===== src/rtl/pipe_stage_skid.sv =====
// Pipeline-stage register with valid/ready handshake, 2-entry skid buffer and synchronous flush.
// Optional backpressure stall counter enabled by defining PIPE_STALL_CNT_EN.
module pipe_stage_skid #(
  parameter int unsigned DATA_W = 32,
  parameter int unsigned CTRL_W = 16,
  parameter int unsigned CNT_W  = 16
) (
  input  logic              clk,
  input  logic              rst_n,
  input  logic              flush,
  input  logic              in_valid,
  output logic              in_ready,
  input  logic [DATA_W-1:0] in_data,
  input  logic [CTRL_W-1:0] in_ctrl,
  output logic              out_valid,
  input  logic              out_ready,
  output logic [DATA_W-1:0] out_data,
  output logic [CTRL_W-1:0] out_ctrl
`ifdef PIPE_STALL_CNT_EN
  ,
  output logic [CNT_W-1:0]  stall_cnt
`endif
);

  typedef enum logic [1:0] {StEmpty, StFull, StSkid} state_e;

  state_e              state_q, state_d;
  logic [DATA_W-1:0]   main_data_q, main_data_d;
  logic [CTRL_W-1:0]   main_ctrl_q, main_ctrl_d;
  logic [DATA_W-1:0]   skid_data_q, skid_data_d;
  logic [CTRL_W-1:0]   skid_ctrl_q, skid_ctrl_d;
  logic                in_fire, out_fire;

  // Ready comes straight from the state register, so it never depends on out_ready.
  assign in_ready  = (state_q != StSkid);
  assign out_valid = (state_q != StEmpty);
  assign out_data  = main_data_q;
  assign out_ctrl  = main_ctrl_q;

  assign in_fire  = in_valid & in_ready;
  assign out_fire = out_valid & out_ready;

  always_comb begin
    state_d     = state_q;
    main_data_d = main_data_q;
    main_ctrl_d = main_ctrl_q;
    skid_data_d = skid_data_q;
    skid_ctrl_d = skid_ctrl_q;
    if (flush) begin
      state_d     = StEmpty;
      main_ctrl_d = '0;
    end else begin
      unique case (state_q)
        StEmpty: begin
          if (in_fire) begin
            main_data_d = in_data;
            main_ctrl_d = in_ctrl;
            state_d     = StFull;
          end
        end
        StFull: begin
          if (in_fire && out_fire) begin
            main_data_d = in_data;
            main_ctrl_d = in_ctrl;
          end else if (in_fire) begin
            skid_data_d = in_data;
            skid_ctrl_d = in_ctrl;
            state_d     = StSkid;
          end else if (out_fire) begin
            main_ctrl_d = '0;
            state_d     = StEmpty;
          end
        end
        StSkid: begin
          // Skid entry is older than anything upstream, so it moves up first.
          if (out_fire) begin
            main_data_d = skid_data_q;
            main_ctrl_d = skid_ctrl_q;
            state_d     = StFull;
          end
        end
        default: begin
          state_d     = StEmpty;
          main_ctrl_d = '0;
        end
      endcase
    end
  end

  always_ff @(posedge clk or negedge rst_n) begin
    if (!rst_n) begin
      state_q     <= StEmpty;
      main_data_q <= '0;
      main_ctrl_q <= '0;
      skid_data_q <= '0;
      skid_ctrl_q <= '0;
    end else begin
      state_q     <= state_d;
      main_data_q <= main_data_d;
      main_ctrl_q <= main_ctrl_d;
      skid_data_q <= skid_data_d;
      skid_ctrl_q <= skid_ctrl_d;
    end
  end

`ifdef PIPE_STALL_CNT_EN
  logic [CNT_W-1:0] stall_cnt_q, stall_cnt_d;

  // Saturating; only reset clears it, flush leaves it alone.
  always_comb begin
    stall_cnt_d = stall_cnt_q;
    if (out_valid && !out_ready && (stall_cnt_q != {CNT_W{1'b1}})) begin
      stall_cnt_d = stall_cnt_q + 1'b1;
    end
  end

  always_ff @(posedge clk or negedge rst_n) begin
    if (!rst_n) begin
      stall_cnt_q <= '0;
    end else begin
      stall_cnt_q <= stall_cnt_d;
    end
  end

  assign stall_cnt = stall_cnt_q;
`else
  logic [CNT_W-1:0] unused_stall_cnt;
  assign unused_stall_cnt = '0;
`endif

endmodule


===== config.mk =====
export PLATFORM = sky130hd
export DESIGN_NAME = pipe_stage_skid
export DESIGN_NICKNAME = d
export VERILOG_FILES = /design/src/rtl/pipe_stage_skid.sv
export SDC_FILE = /design/constraint.sdc
export NUM_CORES = 1
export LEC_CHECK = 0
export ABC_AREA = 1
export CAP_MARGIN = 10
export CORE_ASPECT_RATIO = 0.75
export CORE_MARGIN = 4
export CORE_UTILIZATION = 45
export DETAILED_ROUTE_END_ITERATION = 10
export DONT_BUFFER_PORTS = 1
export SYNTH_ARGS = -nofsm -noshare
export SYNTH_HDL_FRONTEND = slang
export SYNTH_SLANG_ARGS = --single-unit

===== constraint.sdc =====
create_clock -name clk -period 4.1 [get_ports clk]
set_clock_uncertainty 0.05 [all_clocks]
set_input_delay 0.82 -clock clk [delete_from_list [all_inputs] [get_ports clk]]
set_output_delay 0.82 -clock clk [all_outputs]
set_load 0.02 [all_outputs]

# Word-level counts from Yosys, hierarchy flattened

Index checks and enable logic that the tools add are counted.
W data, S select, Z words.

Logic and storage cells: 47
Input port bits: 53
Bits in registers: 98
Output and inout bits: 50

Equal/unequal tests: 12
Bitwise logic cells: 4
Muxes and demuxes: 18
Reduce and logical (&&, ||, !) cells: 8

Operators by type and width:

| kind                 | count |
|---|---|
| $mux W16             | 6 |
| $mux W32             | 3 |
| $pmux W32 S3         | 1 |
| $pmux W16 S3         | 1 |
| $mux W2              | 6 |
| $ne A4 B4 Y1 const B | 3 |
| $reduce_and A4 Y1    | 3 |
| $ne A3 B3 Y1 const B | 3 |
| $ne A2 B2 Y1 const B | 4 |
| $pmux W2 S3          | 1 |
| $reduce_and A5 Y1    | 1 |
| $reduce_bool A3 Y1   | 1 |
| $and A1 B1 Y1        | 2 |
| $eq A2 B1 Y1 const B | 1 |
| $eq A2 B2 Y1 const B | 1 |
| $logic_not A2 Y1     | 1 |
| $not A1 Y1           | 2 |
| $reduce_bool A2 Y1   | 1 |
| $logic_and A1 B1 Y1  | 1 |

# Longest topological paths before layout

Gate-level depths: netlist (run 1).

Depth in word-level cells: 7
Mapped depth: 9
Mapped depth without buffers: 7

# Least setup slack after synthesis (run 1)

Ideal clock, no wire load.

Path kind: input-to-reg
From: in flush
To: reg skid_data_q[15]
Data required time: 3924 ps
Arrival time: 1578 ps
Setup time: 126 ps
Path buffers: 2
Path slack: 2346 ps
Stages: 6
Cell sequence: nor2_1 > nand4_2 > buf_6 > buf_6 > nand2_1 > o21ai_0

Word-level cells in the longest chain between the ends: 2

Ends and longest elaborated chain:

| what                        | line | RTL |
|---|---|---|
| from (decl)                 | 10   | `input logic flush,` |
| $not A1 Y1 (no line)        | --   |  |
| $reduce_and A4 Y1 (no line) | --   |  |
| to (signal assigned)        | 101  | `skid_data_q <= skid_data_d;` |
| to (decl)                   | 30   | `logic [DATA_W-1:0] skid_data_q, skid_data_d;` |

No other way between the ends.
A chain may end at the register's enable or synchronous reset.

# Worst setup path after layout (run 1)

From: reg state_q[0]
To: reg skid_data_q[22]

Word-level cells in the longest chain between the ends: 5
Elaborated cells on any way between the ends: 8
Those cells by class: 2 x eq/ne; 3 x bitwise; 3 x reduce/logical

Ends and longest elaborated chain:

| what                        | line | RTL |
|---|---|---|
| from (decl)                 | 27   | `state_e state_q, state_d;` |
| from (signal assigned)      | 92   | `state_q <= StEmpty;` |
| from (signal assigned)      | 98   | `state_q <= state_d;` |
| $reduce_bool A2 Y1          | 36   | `assign out_valid = (state_q != StEmpty);` |
| net out_valid               | 15   | `output logic out_valid,` |
| $and A1 B1 Y1               | 41   | `assign out_fire = out_valid & out_ready;` |
| $logic_and A1 B1 Y1         | 62   | `if (in_fire && out_fire) begin` |
| $not A1 Y1 (no line)        | --   |  |
| $reduce_and A4 Y1 (no line) | --   |  |

The timed path passes the listed nets, and every way through them passes these cells.

==> out/results.txt, run 1 <==
In this run, post-CTS repair resized a total of 0 instances. After global routing the overflow that remains totals 0. STA classifies the critical path startpoint as a flip-flop.

The detail-routed via count per cell is 4.89, and the pin slew with the least headroom to its limit is 1.08 ns. The net count of the finished layout is 567. At the later pin of the worst-skew pair, clock insertion delay measures 0.34 ns.

Clock transition at the register clock pins on the worst setup and hold paths after CTS: 0.07 ns. The number of cells on the worst reg-to-reg path is 7. The logs give 0 for the number of routed nets with antenna violations and 31 for the number of rows in the core area. Post-layout utilization of the core: 0.493.

In the final routed layout, each cell accounts on average for 13.9 um. The run gives 530 as the number of cells produced by synthesis. For this block, the initial DRC count from the detailed router was 114. The die extent in y is 94.0 um, and the number of filler cells placed in the layout is 941. Critical register-to-register path endpoint: skid_data_q[22]. The congestion estimate from routability-driven global placement came to 0.741.

Across the run, the number of max-cap violations was 0. The floorplan step defined a core boundary enclosing 0.00966 mm2. The number of antenna diodes in the final layout is 0. The tools report the leakage power figure as 2.39 nW. Across the VDD grid, the largest voltage drop is 0.345 mV. Dividing the synthesized area by the synthesized cell count gives 8.38 um2. The die area is 0.0115 mm2. The run gives 0.168 as the all-layer global routing usage. Post-route clock period utilization: 0.611. The number of library cell types mapped by synthesis was 19. The total power per unit cell area was 737 mW/mm2; the half-perimeter wire length after detailed placement was 6.10 mm. Counting flops and latches in the post-synthesis netlist gives 98. Effective utilization at floorplan: 0.460. The worst setup path is of the flip-flop to flip-flop kind.

CTS placed an instance of sky130_fd_sc_hd__clkbuf_16 at the clock tree root. The logs give 0.276 for the normalized max-slew margin and 0 for the number of antenna violations at the first check in global routing. The logs give 3012 for the via count of the first global-routing pass and 103 for the top-level port count. Leaving out fill and tap cells, the most frequent cells in the layout are sky130_fd_sc_hd__nand2_1 (186), sky130_fd_sc_hd__dfrtp_1 (98), sky130_fd_sc_hd__inv_1 (51), sky130_fd_sc_hd__o21ai_1 (44), sky130_fd_sc_hd__o21ai_0 (37). The share of cells above drive strength 1 was 0.0829; the max-slew violation count was 0. The logs give 399 MHz for the maximum clock frequency and 0.00444 mm2 for the post-synthesis instance area.

For the count of hold buffers inserted by post-cts repair, the log shows 0. The run gives 2.66 ns as the data arrival time at the worst-slack endpoint. The number of clock buffers added by TritonCTS is 9. After detailed routing, the number of remaining DRC violations is 0.

From synthesis to final layout, the design area changed by 7.16%. Setup repair after global routing left no endpoint under its margin. The number of buffers between clock root and the deepest sink is 2, and the overall power consumption is 3.51 mW. The total number of vias is 3185.

The total of warnings raised by yosys came out at 0. STA puts the critical path data required time at 4.25 ns. The library cell used most frequently in the layout, excluding fill and tap cells, is sky130_fd_sc_hd__nand2_1. The time the final worst path needs with I/O delays and setup is 2.51 ns.

For this block, the routed nets add up to 9.05 mm of wire. The run gives 0 as the final hold violation count. Die width: 123 um.

The final non-filler cell total is 651. Of all nets on the critical path, the largest fanout is 59. Setup total negative slack on the finished layout was measured at 0 ns. The H-tree was split into 3 levels. The run gives 98 as the total clock sinks. TritonCTS built the clock tree. The run finished with clean final reports. The count of input and output buffers came out at 0. Setup violations remaining at the end of the flow were counted as 0.

The setup slack on the worst flop-to-flop path came out at 1.59 ns. The post-CTS setup buffer count was 0. The logs give 583 for the number of nets in the synthesized netlist and 0.552 for the sequential-to-total area share from yosys stat.

The path class of the tightest hold or removal check is input pin to asynchronous set/reset pin. The worst register-to-register path begins at state_q[0]. The first global-routing pass estimated 15.1 mm of wire. For this run, the detailed router's first-pass iteration total came to 4. For the cell count after placement, the log shows 635. Sort of element at the end of the critical path: a flip-flop. The largest net degree at the start of global routing was 99.
==> metal layers <==
metal / global-route usage / part of all wire
met2: 0.251 / 0.46
met5: 0 / 0
met1: 0.221 / 0.46
met3: 0.0710 / 0.075
met4: 0.0531 / 0.0089
==> cells in the mapped netlist <==
master	instances	area, um2
sky130_fd_sc_hd__o21a_1	16	120
sky130_fd_sc_hd__clkinv_1	1	3.75
sky130_fd_sc_hd__nand3_1	20	100
sky130_fd_sc_hd__dfrtp_1	98	2450
sky130_fd_sc_hd__inv_1	51	191
sky130_fd_sc_hd__buf_2	19	95.1
sky130_fd_sc_hd__buf_4	1	7.51
sky130_fd_sc_hd__inv_2	3	11.3
sky130_fd_sc_hd__buf_6	4	45.0
sky130_fd_sc_hd__nor2_4	2	22.5
sky130_fd_sc_hd__a21oi_2	18	158
sky130_fd_sc_hd__nor2_1	21	78.8
sky130_fd_sc_hd__nand4_1	2	12.5
sky130_fd_sc_hd__nand2_1	186	698
sky130_fd_sc_hd__nand4_2	1	12.5
sky130_fd_sc_hd__o21ai_0	37	185
sky130_fd_sc_hd__nand2_2	1	6.26
sky130_fd_sc_hd__clkbuf_1	5	18.8
sky130_fd_sc_hd__o21ai_1	44	220
==> stage by stage <==
step	setup WS (ns)	hold WS, ns	cell area (um2)
after CTS	1.56	0.108	4760
after global routing	1.33	0.0986	4760
after detailed placement	1.37	0.423	4460
final	1.59	0.122	4760
after global placement	1.41	0.417	4460
after floorplan	2.35	0.403	4440
==> state kept, by name, indices dropped and copies added, names as in the netlist <==
| signal | cells |
|---|---|
| out_data | 32 |
| skid_data_q | 32 |
| out_ctrl | 16 |
| skid_ctrl_q | 16 |
| state_q | 2 |
==> cells by family after synthesis <==
| group | Yosys count | share of synthesized area |
|---|---|---|
| AOI/OAI and AO/OA | 115 | 0.154 |
| DFF | 98 | 0.552 |
| and+or+nand+nor | 233 | 0.210 |
| buffers and inverters | 84 | 0.0840 |
==> worst max-delay path: stages (launching register included) <==
cell and delay [ns]:
sky130_fd_sc_hd__dfrtp_1 0.49, sky130_fd_sc_hd__inv_2 0.11, sky130_fd_sc_hd__nand2_1 0.16, sky130_fd_sc_hd__nand2_1 0.18, sky130_fd_sc_hd__nand4_4 0.61, sky130_fd_sc_hd__buf_4 0.55
sky130_fd_sc_hd__nor2_1 0.16, sky130_fd_sc_hd__a21oi_2 0.04
==> final cells by class <==
| type | count | area, um2 | share of cell area |
|---|---|---|---|
| clock inverter | 7 | 70.1 | 0.0147 |
| multi-input combinational | 348 | 1620 | 0.341 |
| tap | 132 | 165 | 0.0347 |
| inverter | 55 | 206 | 0.0434 |
| timing repair buffer | 2 | 15.0 | 0.00316 |
| clock buffer | 9 | 225 | 0.0473 |
| sequential | 98 | 2450 | 0.516 |
==> where the power goes <==
group,switching [mW],internal [mW]
registers,0.498,1.39
logic,0.491,0.295
clock network,0.357,0.471
==> worst max-delay path by stage <==
stage                from         endpoint
3_5_place_dp        flush  skid_data_q[22]
4_1_cts        state_q[0]  skid_data_q[22]
2_1_floorplan       flush  skid_data_q[15]
6_report       state_q[0]  skid_data_q[22]
5_1_grt        state_q[0]  skid_data_q[22]
3_3_place_gp        flush  skid_data_q[22]
Note: power is estimated with default switching activity, not from simulation.
==> inputs of run 2 (changes only) <==
==> constraint.sdc (replaced) <==
create_clock -name clk -period 2.1 [get_ports clk]
set_clock_uncertainty 0.05 [all_clocks]
set_input_delay 0.42 -clock clk [delete_from_list [all_inputs] [get_ports clk]]
set_output_delay 0.42 -clock clk [all_outputs]
set_load 0.02 [all_outputs]
==> run 2 against run 1 <==
The flow now finishes with violations (negative hold slack). Via count grew 1.4%. Critical path depth unchanged. Combinational power increased by 100%. Core utilization up 0.56 points. Die area is the same. Sequential cell count stayed put. Sequential power grew 95%. Critical endpoint is now out_data[17].
==> out/results.txt, run 2 (synthesis gave the netlist of run 1 again) <==
The average wire per standard cell was 13.7 um (was 13.9 um); the aggregate global routing overflow was 0 (unchanged). The root buffer cell was sky130_fd_sc_hd__clkbuf_16 (unchanged). The worst setup margin was 0.293 ns (was 1.59 ns); the routed wire length was 8.96 mm (was 9.05 mm).

The routability-driven placement congestion ratio is 0.735 (was 0.741), and the pin slew with the least headroom to its limit is 0.627 ns (was 1.08 ns). The tools report the maximum clock frequency as 553 MHz (was 399 MHz). The number of diodes added for antenna fixing came out at 0 (unchanged). The number of nets at the end of the flow is 570 (was 567). The run gives 0 (unchanged) as the number of antenna violations at the first check in global routing. For the setup slack on the worst flop-to-flop path, the log shows 0.29 ns (was 1.59 ns).

The placeable core region was 0.00966 mm2 (unchanged). The final reports fail on negative hold slack. The pre-CTS setup slack is 0.326 ns (was 1.37 ns). The layout overhead on the synthesized area works out to 8.37% (was 7.16%). The run gives 0.460 (unchanged) as the effective utilization at floorplan. The detail-routed via count per cell was 4.94 (was 4.89). The final hold violation count was 98 (was 0); the maximum net fanout on the critical path was 64 (was 59). The largest net degree at the start of global routing is 99 (unchanged), and the leakage power figure is 2.41 nW (was 2.39 nW). Post-route clock period utilization: 0.860 (was 0.611).

The via count of the first global-routing pass came out at 3205 (was 3012). Class of the tightest hold or removal check: input pin to asynchronous set/reset pin (unchanged). The starting DRC count in detailed routing was 169 (was 114); the total power per unit cell area was 1420 mW/mm2 (was 737 mW/mm2). The post-CTS setup buffer count is 0 (unchanged), and the die extent in y is 94.0 um (unchanged). The tools report the kind of launch point of the worst setup path as a flip-flop (unchanged). The time the final worst path needs with I/O delays and setup was 1.81 ns (was 2.51 ns); the total clock sinks was 98 (unchanged). Final count of negative-setup-slack endpoints: 0 (unchanged). The type of the worst setup path was flip-flop to flip-flop (unchanged). The run gives 0.0115 mm2 (unchanged) as the die area. The data arrival time at the worst-slack endpoint is 2.00 ns (was 2.66 ns).

For the length of the first detailed-routing pass in iterations, the log shows 5 (was 4). TritonCTS built the clock tree. The tools report the count of maximum capacitance violations as 0 (unchanged). The run gives 0.33 ns (was 0.34 ns) as the source-to-sink clock delay at the later pin of the worst-skew pair.

The worst hold slack after final layout is -0.270 ns (was 0.122 ns), and the max-slew violation count is 0 (unchanged). The total of cells resized after clock tree synthesis came out at 0 (unchanged). The wire length of the first global-routing pass is 15.5 mm (was 15.1 mm). The die width is 123 um (unchanged). Post-route setup TNS: 0 ns (unchanged).

The maximum resistive drop on vdd was 0.626 mV (was 0.345 mV). Sort of element at the end of the critical path: a flip-flop (unchanged). For the number of buffers added by the clock tree synthesis step, the log shows 9 (unchanged).

The run gives 3229 (was 3185) as the total number of vias. Setup repair after global routing left no endpoint under its margin. The tools report the all-layer global routing usage as 0.168 (about the same). Commonest cells after routing, fill and taps aside: sky130_fd_sc_hd__nand2_1 (186), sky130_fd_sc_hd__dfrtp_1 (98), sky130_fd_sc_hd__inv_1 (51), sky130_fd_sc_hd__o21ai_1 (44), sky130_fd_sc_hd__o21ai_0 (37) (unchanged). The flow ran to the end, but the final reports show violations. For the H-tree depth, the log shows 3 (unchanged). The count of input and output buffers is 0 (unchanged), and the share of cells above drive strength 1 is 0.0824 (was 0.0829). The tools report the top-level port count as 103 (unchanged). The critical path data required time is 2.29 ns (was 4.25 ns), and the number of rows in the core area is 31 (unchanged). The clock transition at the register clock pins on the worst setup and hold paths after CTS came out at 0.06 ns (was 0.07 ns). The logs give 0 (unchanged) for the number of routed nets with antenna violations and 5.98 mm (was 6.10 mm) for the half-perimeter wire length after detailed placement. The logs give 0 (unchanged) for the post-route DRC violation count and 2 (unchanged) for the number of buffers between clock root and the deepest sink.

The commonest non-fill, non-tap cell in the layout was sky130_fd_sc_hd__nand2_1 (unchanged). The run gives 0.582 (was 0.276) as the normalized max-slew margin.
[run 2: critical path, stage by stage, from the launching register on]
cell                      delay (ns)
sky130_fd_sc_hd__dfrtp_1        0.46
sky130_fd_sc_hd__nor2_1         0.14
sky130_fd_sc_hd__o21ai_1        0.17
sky130_fd_sc_hd__nand2_1        0.08
sky130_fd_sc_hd__nand2_2        0.05
sky130_fd_sc_hd__buf_4          0.47
sky130_fd_sc_hd__nand2_1        0.11
sky130_fd_sc_hd__o21ai_1        0.13
[run 2: final timing paths]
path	start	to	cells after the start
setup / recovery	state_q[1]	out_data[17]	7
hold reg to reg	skid_data_q[5]	skid_data_q[5]	2
min in group clk	in_ctrl[14]	skid_ctrl_q[14]	2
setup reg to reg	state_q[1]	out_data[17]	7
hold / removal	rst_n	out_data[25]	0
max in group asynchronous	rst_n	skid_ctrl_q[11]	0
[run 2: metrics by stage]
step / power, mW / util / instance area (um2) / hold WS, ns / instances
2_1_floorplan: 4.93 / - / 4440 / 0.0744 / 530
4_1_cts: 6.96 / 0.498 / 4810 / -0.290 / 654
3_3_place_gp: 5.22 / 0.468 / 4520 / 0.0768 / 638
5_1_grt: 7.41 / 0.498 / 4810 / -0.295 / 654
6_report: 6.85 / 0.498 / 4810 / -0.270 / 654
3_5_place_dp: 5.32 / 0.468 / 4520 / 0.0767 / 638
[run 2: per-layer routing]
metal,routed length (um),vias up,global-route usage
li1,-,1645,-
met1,3930,1491,0.211
met2,4230,85,0.268
met3,726,8,0.0686
met4,64,0,0.0494
met5,0,-,0
[run 2: final cells by class]
class,count,area [um2]
flip-flops and latches,98,2450
multi-input cells,348,1620
repair buffers,5,75.1
well taps,132,165
clock inverters,4,52.6
fillers,935,4850
clock buffers,12,236
inverters,55,206
[run 2: power by group]
group | switching, mW | internal [mW] | leakage [nW]
sequential | 0.964 | 2.72 | 1.21
clock | 0.668 | 0.925 | 0.129
combinational | 0.966 | 0.607 | 1.07
total | 2.60 | 4.25 | 2.41
